[src/rtl/tank_sensor_scanner.sv]
// Two-channel tank sensor poller: req/ack handshake, threshold hysteresis and
// per-flag debounce, with timeout forcing a channel into its alarm state.
module tank_sensor_scanner #(
  parameter int TEMP_W    = 8,
  parameter int HI_THRESH = 30,
  parameter int LO_THRESH = 25,
  parameter int HYST      = 1,
  parameter int DEBOUNCE  = 4,
  parameter int TIMEOUT   = 16,
  parameter int GAP       = 8
) (
  input  logic              clk,
  input  logic              rst_n,
  input  logic              enable,
  output logic              req,
  output logic              req_ch,
  input  logic              ack,
  input  logic [TEMP_W-1:0] temp_in,
  input  logic              level_in,
  output logic              above_30_0,
  output logic              above_25_0,
  output logic              low_level_0,
  output logic              above_30_1,
  output logic              above_25_1,
  output logic              low_level_1,
  output logic [1:0]        fault
);

  localparam int CW = $clog2(DEBOUNCE + 1);
  localparam int TW = $clog2(TIMEOUT + 1);
  localparam int GW = $clog2(GAP + 1);

  localparam logic [TEMP_W-1:0] HI_ON  = TEMP_W'(HI_THRESH);
  localparam logic [TEMP_W-1:0] HI_OFF = TEMP_W'(HI_THRESH - HYST);
  localparam logic [TEMP_W-1:0] LO_ON  = TEMP_W'(LO_THRESH);
  localparam logic [TEMP_W-1:0] LO_OFF = TEMP_W'(LO_THRESH - HYST);

  localparam logic [1:0] IDLE   = 2'd0;
  localparam logic [1:0] REQ    = 2'd1;
  localparam logic [1:0] UPDATE = 2'd2;

  logic [1:0]        state;
  logic              ch;
  logic [GW-1:0]     gap_cnt;
  logic [TW-1:0]     tmo_cnt;
  logic              tmo_hit;
  logic [TEMP_W-1:0] temp_p0;
  logic              level_p0;
  logic [1:0]        a30;
  logic [1:0]        a25;
  logic [1:0]        low;
  logic [CW-1:0]     c30  [2];
  logic [CW-1:0]     c25  [2];
  logic [CW-1:0]     clow [2];
  logic [CW:0]       d30;
  logic [CW:0]       d25;
  logic [CW:0]       dlow;

  // Inside the band between off and on levels the flag keeps its current value.
  function automatic logic hyst_target(input logic [TEMP_W-1:0] t,
                                       input logic [TEMP_W-1:0] on_lvl,
                                       input logic [TEMP_W-1:0] off_lvl,
                                       input logic              cur);
    if (t >= on_lvl)       return 1'b1;
    else if (t < off_lvl)  return 1'b0;
    else                   return cur;
  endfunction

  // Returns {new_flag, new_count}.
  function automatic logic [CW:0] debounce(input logic          flag,
                                           input logic [CW-1:0] cnt,
                                           input logic          tgt);
    if (tgt == flag)                 return {flag, CW'(0)};
    else if (cnt == CW'(DEBOUNCE-1)) return {tgt, CW'(0)};
    else                             return {flag, cnt + CW'(1)};
  endfunction

  always_comb begin
    d30  = debounce(a30[ch], c30[ch], hyst_target(temp_p0, HI_ON, HI_OFF, a30[ch]));
    d25  = debounce(a25[ch], c25[ch], hyst_target(temp_p0, LO_ON, LO_OFF, a25[ch]));
    dlow = debounce(low[ch], clow[ch], ~level_p0);
  end

  // Sample capture: data only, no reset needed.
  always_ff @(posedge clk) begin
    if (state == REQ && ack) begin
      temp_p0  <= temp_in;
      level_p0 <= level_in;
    end
  end

  always_ff @(posedge clk) begin
    if (!rst_n) begin
      state   <= IDLE;
      ch      <= 1'b0;
      gap_cnt <= '0;
      tmo_cnt <= '0;
      tmo_hit <= 1'b0;
      fault   <= 2'b00;
      a30     <= 2'b00;
      a25     <= 2'b11;
      low     <= 2'b00;
      for (int i = 0; i < 2; i++) begin
        c30[i]  <= '0;
        c25[i]  <= '0;
        clow[i] <= '0;
      end
    end else begin
      case (state)
        IDLE: begin
          if (!enable) begin
            gap_cnt <= '0;
          end else if (gap_cnt == GW'(GAP-1)) begin
            gap_cnt <= '0;
            tmo_cnt <= '0;
            state   <= REQ;
          end else begin
            gap_cnt <= gap_cnt + GW'(1);
          end
        end
        REQ: begin
          if (ack) begin
            tmo_hit <= 1'b0;
            state   <= UPDATE;
          end else if (tmo_cnt == TW'(TIMEOUT-1)) begin
            tmo_hit <= 1'b1;
            state   <= UPDATE;
          end else begin
            tmo_cnt <= tmo_cnt + TW'(1);
          end
        end
        UPDATE: begin
          if (tmo_hit) begin
            fault[ch] <= 1'b1;
            low[ch]   <= 1'b1;
            a25[ch]   <= 1'b0;
            c30[ch]   <= '0;
            c25[ch]   <= '0;
            clow[ch]  <= '0;
          end else begin
            fault[ch] <= 1'b0;
            a30[ch]   <= d30[CW];
            c30[ch]   <= d30[CW-1:0];
            a25[ch]   <= d25[CW];
            c25[ch]   <= d25[CW-1:0];
            low[ch]   <= dlow[CW];
            clow[ch]  <= dlow[CW-1:0];
          end
          tmo_cnt <= '0;
          ch      <= ~ch;
          state   <= IDLE;
        end
        default: state <= IDLE;
      endcase
    end
  end

  assign req         = (state == REQ);
  assign req_ch      = ch;
  assign above_30_0  = a30[0];
  assign above_25_0  = a25[0];
  assign low_level_0 = low[0];
  assign above_30_1  = a30[1];
  assign above_25_1  = a25[1];
  assign low_level_1 = low[1];

endmodule

[config.mk]
export PLATFORM = sky130hd
export DESIGN_NAME = tank_sensor_scanner
export DESIGN_NICKNAME = d
export VERILOG_FILES = /design/src/rtl/tank_sensor_scanner.sv
export SDC_FILE = /design/constraint.sdc
export NUM_CORES = 1
export LEC_CHECK = 0
export CORE_MARGIN = 1
export CORE_UTILIZATION = 38
export CTS_CLUSTER_SIZE = 24
export DETAILED_ROUTE_END_ITERATION = 16
export GPL_ROUTABILITY_DRIVEN = 0
export HOLD_SLACK_MARGIN = 0.12
export MAX_ROUTING_LAYER = met4
export PLACE_DENSITY_LB_ADDON = 0.05
export SLEW_MARGIN = 20
export SYNTH_ARGS = -nofsm -noshare
export SYNTH_HDL_FRONTEND = slang
export SYNTH_SLANG_ARGS = --single-unit
[constraint.sdc]
create_clock -name clk -period 2.64 [get_ports clk]
set_clock_uncertainty 0.2 [all_clocks]
set_input_delay 0.528 -clock clk [delete_from_list [all_inputs] [get_ports clk]]
set_output_delay 0.528 -clock clk [all_outputs]
set_load 0.02 [all_outputs]
Yosys cells after proc, flatten, opt, wreduce, memory -nomap -nowiden:

Memory sizes are Yosys's and may differ from the RTL's. A register that Yosys moved wholly into a read port is not among the register bits.
Index checks and enable logic that the tools add are counted.
W data, S select, Z words.

* word-level logic and storage cells: 128
* memory bits (writable): 18
* memories kept: 3
* output and inout port bits: 10
* flip-flop bits (word level): 30

* mux-type cells: 65
* $lt $le $gt $ge: 6
* add/subtract/negate cells: 5
* eq/ne operators: 15
* bitwise gates (word level): 11
* reduce and logical (&&, ||, !) cells: 12

Memory list
* c25: words 2, width 3, rd ports 1, clocked after Yosys merged registers in 1, write ports 2, line 53 `logic [CW-1:0] c25 [2];`
* c30: words 2, width 3, rd ports 1, clocked after Yosys merged registers in 1, write ports 2, line 52 `logic [CW-1:0] c30 [2];`
* clow: words 2, width 3, rd ports 1, clocked after Yosys merged registers in 1, write ports 2, line 54 `logic [CW-1:0] clow [2];`

Operator list (number)
* $mux W1: 34
* $mux W4: 8
* $mux W5: 4
* $mux W3: 6
* $ge A8 B5 Y1 const B: 2
* $lt A8 B5 Y1 const B: 2
* $pmux W5 S3: 1
* $mux W2: 7
* $add A3 B1 Y3 const B: 3
* $eq A3 B2 Y1 const B: 3
* $reduce_or A3 Y1: 3
* $ne A2 B2 Y1 const B: 4
* $bwmux W2: 3
* $add A5 B1 Y5 const B: 1
* $eq A5 B4 Y1 const B: 1
* $reduce_and A5 Y1: 1
* $add A4 B1 Y4 const B: 1
* $and A2 B2 Y2: 2
* $eq A4 B3 Y1 const B: 1
* $or A2 B2 Y2: 2
* $pmux W2 S2: 1
* $reduce_and A2 Y1: 2
* $eq A1 B1 Y1: 3
* $ne A3 B1 Y1 const B: 1
* other kinds (13): 18

Logic depth before layout (Yosys ltp):

* depth in word-level cells: 8
* depth in mapped cells: 7
* depth with buffers taken out: 7

Least setup slack after synthesis:

Ideal clock, no wire load.

* path kind: flip-flop to flip-flop
* start point: register tmo_cnt[0]
* end point: register tmo_cnt[1]
* cell stages (with the launch flop): 8
* setup slack: 0.463 ns
* path buffers: 0
* data required time: 2.312 ns
* data arrival time: 1.849 ns
* cell sequence: dfxtp_1 -> ha_1 -> and3_1 -> ha_1 -> nor3_1 -> mux2_2 -> a22oi_1 -> nor2_1

* longest elaborated chain between the ends: 4

RTL lines
* from (decl): line 45 `logic [TW-1:0] tmo_cnt;`
* from (signal assigned): line 129 `tmo_cnt <= tmo_cnt + TW'(1);`
* $add A5 B1 Y5: line 129
* $mux W5: line 125 `end else if (tmo_cnt == TW'(TIMEOUT-1)) begin`
* $mux W5: line 122 `if (ack) begin`
* $pmux W5 S3: line 109 `case (state)`

Parallel ways exist; a longest one is shown, timed or not. The select of a mux whose other input is x is not followed.
A chain may end at the register's enable or synchronous reset.

Final worst setup path:

* start point: register state[1]
* end point: output req

* longest elaborated chain between the ends: 1

RTL lines
* from (decl): line 42 `logic [1:0] state;`
* from (signal assigned): line 94 `state <= IDLE;`
* from (signal assigned): line 116 `state <= REQ;`
* from (signal assigned): line 124 `state <= UPDATE;`
* $eq A2 B1 Y1: line 158 `assign req = (state == REQ);`
* to (decl): line 15 `output logic req,`

No other way between the ends.

==> impl_summary.txt <==
----------------------------------------------------
[Clock tree]
  Number of setup buffers added after CTS ... 0
  Total clock sinks ... about 50
  Clock transition time at the flip-flop clock pins of the worst setup and hold paths ... around 0.09 ns
  Clk Latency, worst-skew pair ... around 0.30 ns
  Resize count post-CTS ... 0
  Hold Buf Count CTS ... 0
  Clock buffer depth ... 2
  Total CTS buffers ... 5
  Clock tree from TritonCTS ... yes
  Number of H-tree levels ... 2
  Buffer type at the clock tree root ... clkbuf_8

[Min path]
  Hold Crit Depth ... 2
  Hold Path Class ... register to register

[STA]
  Final hold viol count ... 0
  Summed negative setup slack over all endpoints ... 0 ns
  Slew at the pin with the worst max-slew slack ... roughly 0.47 ns
  RSZ-0062 raised after global routing ... no
  Max Fclk ... between 400 and 500 MHz
  Max-slew violations ... 0
  Min Clock Period, post-route ... ~2.5 ns
  Final period utilization ... 0.9349
  Endpoints failing setup ... 0
  Max-slew headroom at the worst pin ... 0.6892

[Global route]
  GR Util All Layers ... 0.1610
  Number of antenna violations at the first check in global routing ... 0
  Pin count of the biggest net entering global routing ... 16
  Global-route wire length before repair ... about 7700 um
  Total overflow reported by the global router ... 0
  Number of global-route vias before repair ... around 1600

[Route]
  DR iter-0 viols ... between 90 and 100
  Total wire length ... 4637 um
  Drt via density ... ~5.3
  DR WL/cell ... between 10 and 15 um
  Via count ... 1682
  Post-DRT Antenna Nets ... 0
  Number of iterations in the first detailed-routing pass ... 4
  Total DRC errors in the routed layout ... 0

[Layout]
  Antenna diode count ... 0
  Fraction of final layout cells sized beyond drive strength 1 ... 0.1417
  Post-layout instance count excluding filler cells ... 315
  Area of all placed cells without fillers ... 2758 sq um
  Multi-input combinational cell area ... between 1000 and 1500 sq um
  Area Growth Syn to Fin ... 17.30%
  Total area of sequential cells ... 1251 sq um
  NumNets Final ... 260
  Filler cell count ... ~580

[Power and ir drop]
  Total power ... 1.309 mW
  IR Drop Worst-Case VDD ... 0.2611 mV
  Cell leakage power ... a little under 1 nW
  Pwr per Cell Area ... 474.6 nW/um^2

[Synthesis]
  Fraction of synthesis flops using an asynchronous set or reset pin ... 0
  Ranking of synthesized cells by area ... edfxtp_1, dfxtp_1, ha_1
  Mapped Avg Cell Area ... ~11 sq um
  Number of enable flip-flop cells after synthesis ... 27
  Share of the synthesized area in the top cell type ... 0.3449
  Sequential element share of the synthesized area ... 0.5322
  Net Count, Synth ... 230
  Area leader, netlist ... edfxtp_1
  #FFs+latches synth ... between 40 and 50
  Unique cell type count in the Yosys netlist ... 54
  Count of mapped cells out of synthesis ... around 210
  Dominant register cell in the synthesized netlist ... edfxtp_1
  Count of warnings emitted by yosys ... 0
  Post-Synthesis Cell Area ... around 2400 sq um

[Die]
  Area of the core ... between 5000 and 6000 sq um
  Die Y-Extent ... between 80 and 90 um
  Count of standard-cell rows ... 28
  Number of top-level design ports ... 23
  Die area ... 6505 sq um
  Initial cell density of the core ... 0.3947
  Die Span X ... approximately 81 um

[Place]
  Count of buffers from port buffering ... 22
  Post-detailed-placement half-perimeter wirelength ... about 3500 um
  Placed cell count ... about 310
  Area post-placement ... between 2000 and 3000 sq um

[Critical path]
  Required time worst endpoint ... around 1.9 ns
  WP data arrival ... roughly 1.7 ns
  Largest fanout on the critical path ... 12
  Endpoint class of the critical path ... output port
  Reg2reg path depth ... 8
  Crit path launch type ... register
  Type of the worst setup path ... register to output port

[Job]
  Max-cap violation count ... 0

[Outcome]
  Outcome ... completed

----------------------------------------------------
## routing by layer
metal | global-route usage | wire length, um | vias up
li1 | - | - | 836
met1 | 0.1851 | 2074 | 819
met2 | 0.2831 | 2392 | 21
met3 | 0.03409 | 124 | 6
met4 | 0.04286 | 46 | 0
met5 | - | 0 | -
## worst paths after layout
check	start	slack, ns	endpoint
setup / recovery	state[1]	0.17	req
setup reg to reg	tmo_cnt[0]	0.51	tmo_cnt[1]
hold / removal	tmo_cnt[4]	0.29	tmo_cnt[4]
hold reg to reg	tmo_cnt[4]	0.29	tmo_cnt[4]
## flip-flops by register name (all words and copies together) (netlist names), 4 cells and up, named ones only
register  flops
temp_p0       8
c25           6
c30           6
clow          6
tmo_cnt       5
gap_cnt       4
## critical path, stage by stage (launching register included)
cell	delay (ns)
dfxtp_1	0.44
and2b_1	0.36
clkdlybuf4s50_1	0.64
## power breakdown
part | total (mW) | internal, mW | switching (mW)
logic | 0.0610 | 0.0313 | 0.0296
clock network | 0.431 | 0.184 | 0.247
registers | 0.817 | 0.812 | 0.00419
total | 1.31 | 1.03 | 0.281
## placed cells by master (no fill, tap or decap), drive strengths merged, types with 3 or more instances in the layout
master	count
a2111oi	3
a31oi	3
mux2	8
ha	8
nand2	13
edfxtp	27
o21ai	7
a21oi	16
mux2i	8
nor3b	3
dfxtp	22
inv	6
nor2	18
and3	7
nor3	8
buf	6
clkbuf	6
nor4	4
and2	5
nand3	4
clkdlybuf4s50	22
## final cells by class
cell class,count,area share
multi-input cells,148,0.3761
clock buffers,6,0.02632
repair buffers,28,0.09619
clock inverters,2,0.004083
inverters,7,0.009528
flip-flops and latches,49,0.4537
well taps,75,0.03403
## cell families after synthesis
kind of cell / after synthesis / share of synthesized area
xor gates and xnor gates: 3 / 0.01118
DFF: 49 / 0.5322
AOI/OAI and AO/OA: 43 / 0.1277
muxes: 16 / 0.07558
buffers and inverters: 12 / 0.02661
and+or+nand+nor: 78 / 0.1841
adders and majority gates: 8 / 0.04258
## through the flow
| stage | utilization | hold slack [ns] | worst slack [ns] |
|---|---|---|---|
| after floorplan | - | 0.2492 | 0.4631 |
| after global placement | 0.4490 | 0.2575 | 0.4155 |
| after detailed placement | 0.4490 | 0.2763 | 0.3625 |
| after CTS | 0.4630 | 0.2890 | 0.1727 |
| after global routing | 0.4630 | 0.3144 | 0.1028 |
| final | 0.4630 | 0.2857 | 0.1718 |
## Yosys cell counts (4+ instances only)
cell type and number:
edfxtp_1 27, dfxtp_1 22, nor2_1 17, a21oi_1 15, nand2_1 13, ha_1 8
mux2_2 8, and3_1 7, nor3_1 7, o21ai_0 7, inv_1 6, mux2i_1 6
and2_1 5, nand3_1 4, nor4_1 4
Power figures use the tool's default switching activity.
